[src/rtl/wb_write_arbiter.sv]
// Register-file write-port arbiter: writeback has priority, MDU results queue in a
// small FIFO and a starvation counter forces a one-cycle stall to drain them.
module wb_write_arbiter #(
    parameter int DATA_W       = 32,
    parameter int ADDR_W       = 5,
    parameter int FIFO_DEPTH   = 2,
    parameter int STARVE_LIMIT = 4
) (
    input  logic              clk,
    input  logic              reset,
    input  logic              pipe_we,
    input  logic [ADDR_W-1:0] pipe_addr,
    input  logic [DATA_W-1:0] pipe_data,
    input  logic              mdu_valid,
    input  logic [ADDR_W-1:0] mdu_addr,
    input  logic [DATA_W-1:0] mdu_data,
    output logic              mdu_ready,
    output logic              stall_req,
    input  logic [ADDR_W-1:0] hz_addr,
    output logic              hz_match,
    output logic              rf_we,
    output logic [ADDR_W-1:0] rf_waddr,
    output logic [DATA_W-1:0] rf_wdata,
    output logic              proto_err
);

    localparam int PTR_W    = $clog2(FIFO_DEPTH);
    localparam int CNT_W    = $clog2(FIFO_DEPTH + 1);
    localparam int STARVE_W = $clog2(STARVE_LIMIT + 1);
    localparam logic [CNT_W-1:0]    DEPTH_C = CNT_W'(FIFO_DEPTH);
    localparam logic [STARVE_W-1:0] LIMIT_C = STARVE_W'(STARVE_LIMIT);

    typedef enum logic [1:0] {
        IDLE  = 2'd0,
        DRAIN = 2'd1,
        FORCE = 2'd2
    } arbState_t;

    arbState_t stateReg, stateNext;

    logic [ADDR_W-1:0]   addrMem [FIFO_DEPTH];
    logic [DATA_W-1:0]   dataMem [FIFO_DEPTH];
    logic [PTR_W-1:0]    wrPtrReg, rdPtrReg;
    logic [CNT_W-1:0]    countReg, countNext;
    logic [STARVE_W-1:0] starveReg, starveNext;
    logic                mduReadyReg;
    logic                stallReg;
    logic                protoErrReg;
    logic                rfWeReg;
    logic [ADDR_W-1:0]   rfWaddrReg;
    logic [DATA_W-1:0]   rfWdataReg;

    logic push;
    logic pipeValid;
    logic pipeGrant;
    logic popGrant;
    logic [FIFO_DEPTH-1:0] slotHit;

    // Results for r0 are acknowledged but never stored, so they never take a grant.
    assign push      = mdu_valid && mduReadyReg && (mdu_addr != '0);
    assign pipeValid = pipe_we && (pipe_addr != '0);

    always_comb begin
        stateNext  = stateReg;
        starveNext = starveReg;
        pipeGrant  = 1'b0;
        popGrant   = 1'b0;
        countNext  = countReg;

        case (stateReg)
            IDLE: begin
                pipeGrant  = pipeValid;
                starveNext = '0;
            end
            DRAIN: begin
                if (pipeValid) begin
                    pipeGrant = 1'b1;
                    if (starveReg != LIMIT_C) begin
                        starveNext = starveReg + STARVE_W'(1);
                    end
                end else begin
                    popGrant   = 1'b1;
                    starveNext = '0;
                end
            end
            FORCE: begin
                popGrant   = 1'b1;
                starveNext = '0;
            end
            default: begin
                stateNext = IDLE;
            end
        endcase

        if (push && !popGrant) begin
            countNext = countReg + CNT_W'(1);
        end else if (!push && popGrant) begin
            countNext = countReg - CNT_W'(1);
        end

        case (stateReg)
            IDLE: begin
                if (push) begin
                    stateNext = DRAIN;
                end
            end
            DRAIN: begin
                if (starveNext == LIMIT_C) begin
                    stateNext = FORCE;
                end else if (countNext == '0) begin
                    stateNext = IDLE;
                end
            end
            FORCE: begin
                stateNext = (countNext == '0) ? IDLE : DRAIN;
            end
            default: begin
                stateNext = IDLE;
            end
        endcase
    end

    // A slot is live when its distance from the read pointer is below the occupancy.
    for (genvar gi = 0; gi < FIFO_DEPTH; gi++) begin : gSlot
        logic [PTR_W-1:0] offset;
        assign offset      = PTR_W'(gi) - rdPtrReg;
        assign slotHit[gi] = (CNT_W'(offset) < countReg) && (addrMem[gi] == hz_addr);
    end

    assign hz_match = (hz_addr != '0) &&
                      ((|slotHit) || (mdu_valid && (mdu_addr == hz_addr)));

    always_ff @(posedge clk) begin
        if (!reset && push) begin
            addrMem[wrPtrReg] <= mdu_addr;
            dataMem[wrPtrReg] <= mdu_data;
        end
    end

    always_ff @(posedge clk) begin
        if (reset) begin
            stateReg    <= IDLE;
            starveReg   <= '0;
            countReg    <= '0;
            wrPtrReg    <= '0;
            rdPtrReg    <= '0;
            mduReadyReg <= 1'b1;
            stallReg    <= 1'b0;
            protoErrReg <= 1'b0;
            rfWeReg     <= 1'b0;
            rfWaddrReg  <= '0;
            rfWdataReg  <= '0;
        end else begin
            stateReg    <= stateNext;
            starveReg   <= starveNext;
            countReg    <= countNext;
            mduReadyReg <= (countNext != DEPTH_C);
            stallReg    <= (stateNext == FORCE);
            if (push) begin
                wrPtrReg <= wrPtrReg + PTR_W'(1);
            end
            if (popGrant) begin
                rdPtrReg <= rdPtrReg + PTR_W'(1);
            end
            if (stallReg && pipe_we) begin
                protoErrReg <= 1'b1;
            end
            rfWeReg <= pipeGrant || popGrant;
            if (popGrant) begin
                rfWaddrReg <= addrMem[rdPtrReg];
                rfWdataReg <= dataMem[rdPtrReg];
            end else if (pipeGrant) begin
                rfWaddrReg <= pipe_addr;
                rfWdataReg <= pipe_data;
            end
        end
    end

    assign mdu_ready = mduReadyReg;
    assign stall_req = stallReg;
    assign proto_err = protoErrReg;
    assign rf_we     = rfWeReg;
    assign rf_waddr  = rfWaddrReg;
    assign rf_wdata  = rfWdataReg;

endmodule
[config.mk]
export PLATFORM = sky130hd
export DESIGN_NAME = wb_write_arbiter
export DESIGN_NICKNAME = d
export VERILOG_FILES = /design/src/rtl/wb_write_arbiter.sv
export SDC_FILE = /design/constraint.sdc
export NUM_CORES = 1
export LEC_CHECK = 0
export BUFFER_PORTS_ARGS = -buffer_cell sky130_fd_sc_hd__clkbuf_2
export CORE_MARGIN = 10
export CORE_UTILIZATION = 45
export DETAILED_ROUTE_END_ITERATION = 8
export HOLD_SLACK_MARGIN = 0.15
export PLACE_DENSITY = 0.73
export SLEW_MARGIN = 25
export SYNTH_ARGS = -nofsm -noshare
export SYNTH_HDL_FRONTEND = slang
export SYNTH_SLANG_ARGS = --single-unit
export TNS_END_PERCENT = 100
[constraint.sdc]
create_clock -name clk -period 5.1 [get_ports clk]
set_clock_uncertainty 0.05 [all_clocks]
set_input_delay 0.51 -clock clk [delete_from_list [all_inputs] [get_ports clk]]
set_output_delay 0.51 -clock clk [all_outputs]
set_load 0.02 [all_outputs]
==> results of run 1 <==
[report_power, final]
group / switching, mW / total, mW / internal, mW
logic: 0.192 / 0.323 / 0.131
clock network: 0.434 / 1.15 / 0.718
registers: 0.0320 / 1.17 / 1.14
total: 0.657 / 2.64 / 1.99
[final cells by class]
| class | count | area [um^2] | share of cell area, % |
|---|---|---|---|
| multi-input cells | 259 | 1960 | 29.3 |
| clock buffers | 18 | 429 | 6.42 |
| inverters | 6 | 22.5 | 0.337 |
| well taps | 143 | 179 | 2.68 |
| repair buffers | 133 | 708 | 10.6 |
| flip-flops and latches | 125 | 3240 | 48.5 |
| clock inverters | 14 | 145 | 2.17 |
[worst max-delay path, cell delays in order, from the launching register on]
cell,delay [ns]
sky130_fd_sc_hd__dfxtp_1,0.39
sky130_fd_sc_hd__inv_1,0.09
sky130_fd_sc_hd__ha_1,0.25
sky130_fd_sc_hd__nor2b_1,0.15
sky130_fd_sc_hd__o21ai_1,0.54
sky130_fd_sc_hd__nand2_2,0.60
sky130_fd_sc_hd__buf_4,0.47
sky130_fd_sc_hd__a211oi_1,0.25
sky130_fd_sc_hd__a211oi_1,0.09
[registers in the layout, summed over array words and instances, names as in the netlist, 2 cells and up, named ones only]
register,cells
countReg,2
rf_wdata,32
stateReg,2
addrMem,10
dataMem,64
starveReg,3
rf_waddr,5
[cell usage in the layout, fill, tap and decap left out, types with 3 or more instances in the layout]
cell	Yosys	routed
sky130_fd_sc_hd__clkbuf_2	0	124
sky130_fd_sc_hd__a211oi_1	74	74
sky130_fd_sc_hd__edfxtp_1	74	74
sky130_fd_sc_hd__dfxtp_1	51	50
sky130_fd_sc_hd__nor2b_1	40	40
sky130_fd_sc_hd__mux2i_1	37	37
sky130_fd_sc_hd__clkbuf_16	0	17
sky130_fd_sc_hd__xnor2_1	11	11
sky130_fd_sc_hd__nor2_1	11	11
sky130_fd_sc_hd__a21oi_1	11	10
sky130_fd_sc_hd__xor2_1	9	9
sky130_fd_sc_hd__nand2_1	9	8
sky130_fd_sc_hd__buf_4	0	8
sky130_fd_sc_hd__inv_1	6	6
sky130_fd_sc_hd__ha_1	6	6
sky130_fd_sc_hd__o21ai_0	4	4
sky130_fd_sc_hd__and3_1	4	4
sky130_fd_sc_hd__clkinvlp_4	0	4
sky130_fd_sc_hd__nand3_1	3	3
sky130_fd_sc_hd__o21ai_1	3	3
sky130_fd_sc_hd__and4_1	3	3
sky130_fd_sc_hd__nand3b_1	3	3
sky130_fd_sc_hd__clkinv_1	0	3
sky130_fd_sc_hd__clkinv_4	0	3
[final timing paths]
kind                                                   to  slack (ns)  cells past startpoint
worst min register to register     proto_err$_SDFFE_PP0P_        0.42                      2
worst max-delay path            rf_wdata[21]$_SDFFE_PP0P_        2.07                      8
worst min-delay path             dataMem[1][25]$_DFFE_PP_        0.24                      1
worst max register to register  rf_wdata[21]$_SDFFE_PP0P_        2.07                      8
[through the flow]
| step | power [mW] | util [%] |
|---|---|---|
| 2_1_floorplan | 1.39 | - |
| 3_3_place_gp | 1.49 | 52.8 |
| 3_5_place_dp | 1.51 | 52.8 |
| 4_1_cts | 2.66 | 57.8 |
| 5_1_grt | 2.75 | 58.1 |
| 6_report | 2.64 | 58.1 |
[layer usage]
metal  routed length, um  vias to the layer above  GRT usage, %
met4                  88                        0          5.08
met3                 971                       10          6.20
met1                5460                     1800          18.1
met2                6060                      133          24.4
li1                    -                     1846             -
met5                   0                        -             0
[cell families after synthesis]
| logic type | share of synthesized area [%] |
|---|---|
| AOI/OAI and AO/OA | 14.8 |
| xor gates and xnor gates | 3.29 |
| adders and majority gates | 1.41 |
| buffers and inverters | 2.75 |
| DFF | 60.9 |
| muxes | 6.96 |
| and+or+nand+nor | 9.89 |
==> results.cfg, run 1 <==
[status]
outcome = finished, final reports clean

[critical_path]
critical_path.endpoint_type = flip-flop
worst_ep_arrival_time_ns = 3.24
rr_startpoint = stateReg[1]$_SDFF_PP0_
crit_fanout = 42
crit_start = stateReg[1]$_SDFF_PP0_
crit_type = flip-flop to flip-flop
startpoint_type = flip-flop
req_time_crit_path_ns = 5.31

[timing]
pin_slew_with_the_least_headroom_to_its_limit_ns = 0.729
maxSlewViolCount = 0
final.setup.tns_ns = 0
slew_headroom_pct = 51.2
final_hold_viol_count = 0
worst_setup_slack_final_ns = 2.07
setup_repair_after_global_routing_missed_its_margin = no
fin_crit_sh_pct = 59.5
upper_clock_frequency_limit_ghz = 0.330
setup_viol = 0
timing.final.crit_period_ns = 3.03
fin_worst_hold_slack_ns = 0.241

[cells_and_area]
final_design_area_no_fill_um2 = 6690
finish.cell_count_without_fillers = 698
n_fill_cell = 958
fraction_of_layout_cells_with_a_size_suffix_above_1_pct = 30.5
area_growth_pct = 25.6
final_net_count = 631
insertedDiodeCount = 0

[floorplan]
dieWidth_um = 129
fp.dieArea_um2 = 16600
initial_core_util_pct = 46.2
floorplan.die.height_um = 129
core_um2 = 11500
i_o_pin_count = 125
rows = 39

[drt]
drtIter0Drc = 164
drc = 0
dr_total_vias = 3789
detail_route.wirelength_mm = 12.6
vias_per_cell = 5.43
avg_wl_per_cell_um = 18.0
drt_pass1_iterations = 4
residual_antenna_violating_net_count_after_detailed_routing = 0

[cts]
cts_max_level = 4
clock_latency_ns = 0.41
cts-hold-fix-buffers = 0
cts_repair_resize_count = 0
clockBufferDepth = 2
clk_pin_slew_ns = 0.06
post_cts_buffers = 0
cts_inserted_buffers = 17
clkSinkCount = 125
tritoncts = yes
clock-root-buffer = sky130_fd_sc_hd__clkbuf_16

[worst_hold_path]
hp-class = input pin to flip-flop
worstHoldStart = mdu_data[25]

[synthesis]
synth_commonest_cells = sky130_fd_sc_hd__a211oi_1, sky130_fd_sc_hd__edfxtp_1, sky130_fd_sc_hd__dfxtp_1
synth_largest_area_cell = sky130_fd_sc_hd__edfxtp_1
asyncSetResetFlopFracSynth_pct = 0
synth_edf_count = 74
ys_ff_latch = 125
ys_types = 45
synthCells = 418
synth_ff_type = sky130_fd_sc_hd__edfxtp_1
yosys_warnings = 0
synthDominantCellAreaShare_pct = 41.7
synth.avg_cell_area_um2 = 12.7
postSynthNetCount = 507
mappedNetlistArea_um2 = 5320
synthTopCellsByArea = sky130_fd_sc_hd__edfxtp_1, sky130_fd_sc_hd__dfxtp_1, sky130_fd_sc_hd__a211oi_1
ys_seq_area_share_pct = 60.9

[place]
detailedPlace.worstSlack_ns = 1.81
placed_cells = 665
port-buffer-count = 124
place_area_um2 = 6080
gp_congestion = 0.828
hpwlAfterDp_mm = 8.73

[grt]
grt_start_max_net_pins = 52
gr-usage-all-layers_pct = 15.2
first_global_vias = 4046
grt_pass1_wl_mm = 19.9
grt_antenna_before_repair = 0
overflow = 0

[power_and_ir_drop]
cellPowerDensity_nw_per_um2 = 396
power.ir.vdd_worst_uv = 185
pleak_nw = 2.49

[job]
max_cap_violations = 0
Power figures use the tool's default switching activity.
==> run 2: changes to the inputs <==
--- a/config.mk
+++ b/config.mk
@@ -5,6 +5,7 @@
 export SDC_FILE = /design/constraint.sdc
 export NUM_CORES = 1
 export LEC_CHECK = 0
+export ABC_AREA = 1
 export BUFFER_PORTS_ARGS = -buffer_cell sky130_fd_sc_hd__clkbuf_2
 export CORE_MARGIN = 10
 export CORE_UTILIZATION = 45
==> constraint.sdc (replaced) <==
create_clock -name clk -period 2.8 [get_ports clk]
set_clock_uncertainty 0.05 [all_clocks]
set_input_delay 0.28 -clock clk [delete_from_list [all_inputs] [get_ports clk]]
set_output_delay 0.28 -clock clk [all_outputs]
set_load 0.02 [all_outputs]
==> run 2 against run 1 <==
  * Non-clock buffer count rose by 57
  * Die area fell by 1.4%
  * Setup slack got worse by 1.7 ns
  * Cell count rose by 20%
  * Combinational power rose by 75%
  * Final area rose by 7.1%
  * Critical path depth rose by 4
  * Register-to-register slack got worse by 1.7 ns
  * Sequential power rose by 79%
  * Utilization rose by 4.7 points
  * Routed wire length rose by 14%
  * Via count rose by 17%
  * Critical path type is now input pin to flip-flop
  * Largest cell class unchanged
  * Largest power group is now clock
==> results.cfg, run 2 <==
[critical_path]
slowest_delay_ns = 0.54
crit_start = pipe_addr[4]
startpoint_type = input pin
rrSetupSlack_ns = 0.39
crit-reg2reg-capture = rf_wdata[18]$_SDFFE_PP0P_
crit_fanout = 22
critical_path.endpoint_type = flip-flop
most_repeated_library_cell_on_the_critical_path = sky130_fd_sc_hd__nand3_1
crit_chain = dlygate4sd3_1 -> clkbuf_2 -> nor2_1 -> nand3_1 -> nand2_1 -> inv_1 -> o21ai_0 -> inv_2 -> nor2_4 -> buf_4 -> nand3_1 -> o21ai_1
worstRegToRegCells = 8
cpMaxStageDelayCell = sky130_fd_sc_hd__dlygate4sd3_1
worst_ep_arrival_time_ns = 2.70
crit_type = input pin to flip-flop
rr_startpoint = stateReg[1]$_SDFF_PP0_
req_time_crit_path_ns = 3.08

[synthesis]
synth_commonest_cells = sky130_fd_sc_hd__nor2_1, sky130_fd_sc_hd__edfxtp_1, sky130_fd_sc_hd__dfxtp_1
synth_edf_count = 74
synth.avg_cell_area_um2 = 10.5
postSynthNetCount = 589
ys_types = 40
mappedNetlistArea_um2 = 5240
ys_ff_latch = 125
asyncSetResetFlopFracSynth_pct = 0
synthDominantCellAreaShare_pct = 42.4
ys_seq_area_share_pct = 62.0
yosys_warnings = 0
synth.most_common_cell = sky130_fd_sc_hd__nor2_1
synthTopCellsByArea = sky130_fd_sc_hd__edfxtp_1, sky130_fd_sc_hd__dfxtp_1, sky130_fd_sc_hd__nor2_1
synth_ff_type = sky130_fd_sc_hd__edfxtp_1
synthCells = 500
synth_largest_area_cell = sky130_fd_sc_hd__edfxtp_1

[cells_and_area]
layout.cells.most_common = sky130_fd_sc_hd__clkbuf_2
final_standard_cell_utilization_of_the_core_pct = 62.7
fraction_of_layout_cells_with_a_size_suffix_above_1_pct = 27.7
final_net_count = 772
layout_common_cells = sky130_fd_sc_hd__clkbuf_2, sky130_fd_sc_hd__nor2_1, sky130_fd_sc_hd__edfxtp_1, sky130_fd_sc_hd__dlygate4sd3_1, sky130_fd_sc_hd__dfxtp_1
area_growth_pct = 36.8
n_fill_cell = 905
largest-register = dataMem
flip_flop_count_of_the_largest_register_all_copies_and_words_added = 64

[cts]
cts_inserted_buffers = 17
post_cts_buffers = 0
clk_pin_slew_ns = 0.05
clockBufferDepth = 2
clock_latency_ns = 0.41
clock-root-buffer = sky130_fd_sc_hd__clkbuf_16
cts_repair_resize_count = 0
cts_max_level = 4
tritoncts = yes
cts-hold-fix-buffers = 58
clkSinkCount = 125

[power_and_ir_drop]
power.share.switching_pct = 23.4
pleak_nw = 2.97
power.ir.vdd_worst_uv = 345
power_frac_comb_pct = 11.5
switchingPower_mw = 1.15
cellPowerDensity_nw_per_um2 = 689
seq_power_share_pct = 42.6
power.share.clock_pct = 46.0
cellInternalPower_mw = 3.78

[drt]
drt_pass1_iterations = 5
vias_per_cell = 5.29
residual_antenna_violating_net_count_after_detailed_routing = 0
avg_wl_per_cell_um = 17.1
drtIter0Drc = 435
dr_total_vias = 4443
drc = 0
detail_route.wirelength_mm = 14.4

[grt]
overflow = 0
grt_pass1_wl_mm = 22.1
grt_busiest_layer = met2
gr-usage-all-layers_pct = 17.0
grt_antenna_before_repair = 1
groute.layer.met3.usage_pct = 5.09
grtUsageMet2_pct = 28.6
grt_start_max_net_pins = 41
first_global_vias = 4389
global_route.usage.met1_pct = 19.6

[floorplan]
rows = 39
initial_core_util_pct = 45.8
floorplan.die.height_um = 128
dieWidth_um = 128
i_o_pin_count = 125
fp.dieArea_um2 = 16300
core_um2 = 11400

[timing]
final.setup.tns_ns = 0
slew_headroom_pct = 62.6
maxSlewViolCount = 0
upper_clock_frequency_limit_ghz = 0.413
pin_slew_with_the_least_headroom_to_its_limit_ns = 0.557
setup_repair_after_global_routing_missed_its_margin = no
timing.final.crit_period_ns = 2.42
fin_crit_sh_pct = 86.4
setup_viol = 0
final_hold_viol_count = 0

[worst_hold_path]
min_delay_path_depth = 3
hp-class = input pin to flip-flop
worstHoldStart = pipe_data[9]
hold_end = rf_wdata[9]$_SDFFE_PP0P_

[place]
gp_congestion = 0.838
hpwlAfterDp_mm = 9.38
port-buffer-count = 124

[job]
max_cap_violations = 0

[status]
outcome = finished, final reports clean
run 2: worst max-delay path by stage:
stage	to	slack, ns	cells past startpoint
floorplan	addrMem[1][0]$_DFFE_PP_	0.21	4
global placement	rf_wdata[5]$_SDFFE_PP0P_	0.61	8
detailed placement	rf_wdata[9]$_SDFFE_PP0P_	0.49	8
CTS	rf_wdata[5]$_SDFFE_PP0P_	0.45	12
global route	rf_wdata[18]$_SDFFE_PP0P_	0.21	12
finish	rf_wdata[18]$_SDFFE_PP0P_	0.38	12
run 2: logic make-up (layout without fill, tap and decap cells):
logic type,count (synthesis),count (layout),synth area share [%]
buffers and inverters,55,251,5.21
other,0,1,0
xor gates and xnor gates,12,12,2.01
AOI/OAI and AO/OA,109,109,13.1
and+or+nand+nor,193,193,16.3
adders and majority gates,6,6,1.43
DFF,125,125,62.0
run 2: area by class of cell:
type                       instances  area [um^2]  area share [%]
antenna                            1         2.50          0.0349
clock buffer                      20          447            6.24
clock inverter                    12          168            2.34
inverter                          29          111            1.55
multi-input combinational        320         1740            24.3
sequential                       125         3240            45.3
tap                              143          179            2.50
timing repair buffer             190         1270            17.8
run 2: critical path: cells and delay by family:
family / cells / cell delay (ns)
AO/OA/AOI/OAI: 2 / 0.21
AND/OR/NAND/NOR: 5 / 0.89
buffers and inverters: 5 / 1.29
run 2: metrics by stage:
step                      worst slack [ns]  instance area (um^2)  power [mW]  std cells  hold slack, ns
final                                0.381                  7160        4.93        840           0.179
after global routing                 0.209                  7160        5.09        840           0.197
after CTS                            0.447                  7160        4.94        839           0.173
after detailed placement             0.493                  5960        2.63        749           0.413
after global placement               0.608                  5960        2.61        749           0.402
after floorplan                      0.212                  5240        2.44        500           0.302
run 2: power groups by stage:
stage	clock (mW)	sequential, mW	combinational, mW
2_1_floorplan	0	2.18	0.250
3_3_place_gp	0	2.13	0.480
3_5_place_dp	0	2.13	0.495
4_1_cts	2.28	2.10	0.561
5_1_grt	2.37	2.11	0.616
6_report	2.27	2.10	0.565
run 2: per-layer routing:
metal,vias to the layer above,part of all wire [%]
met5,-,0
met1,2111,40
met4,0,2.5
met2,184,51
li1,2114,-
met3,34,6.5
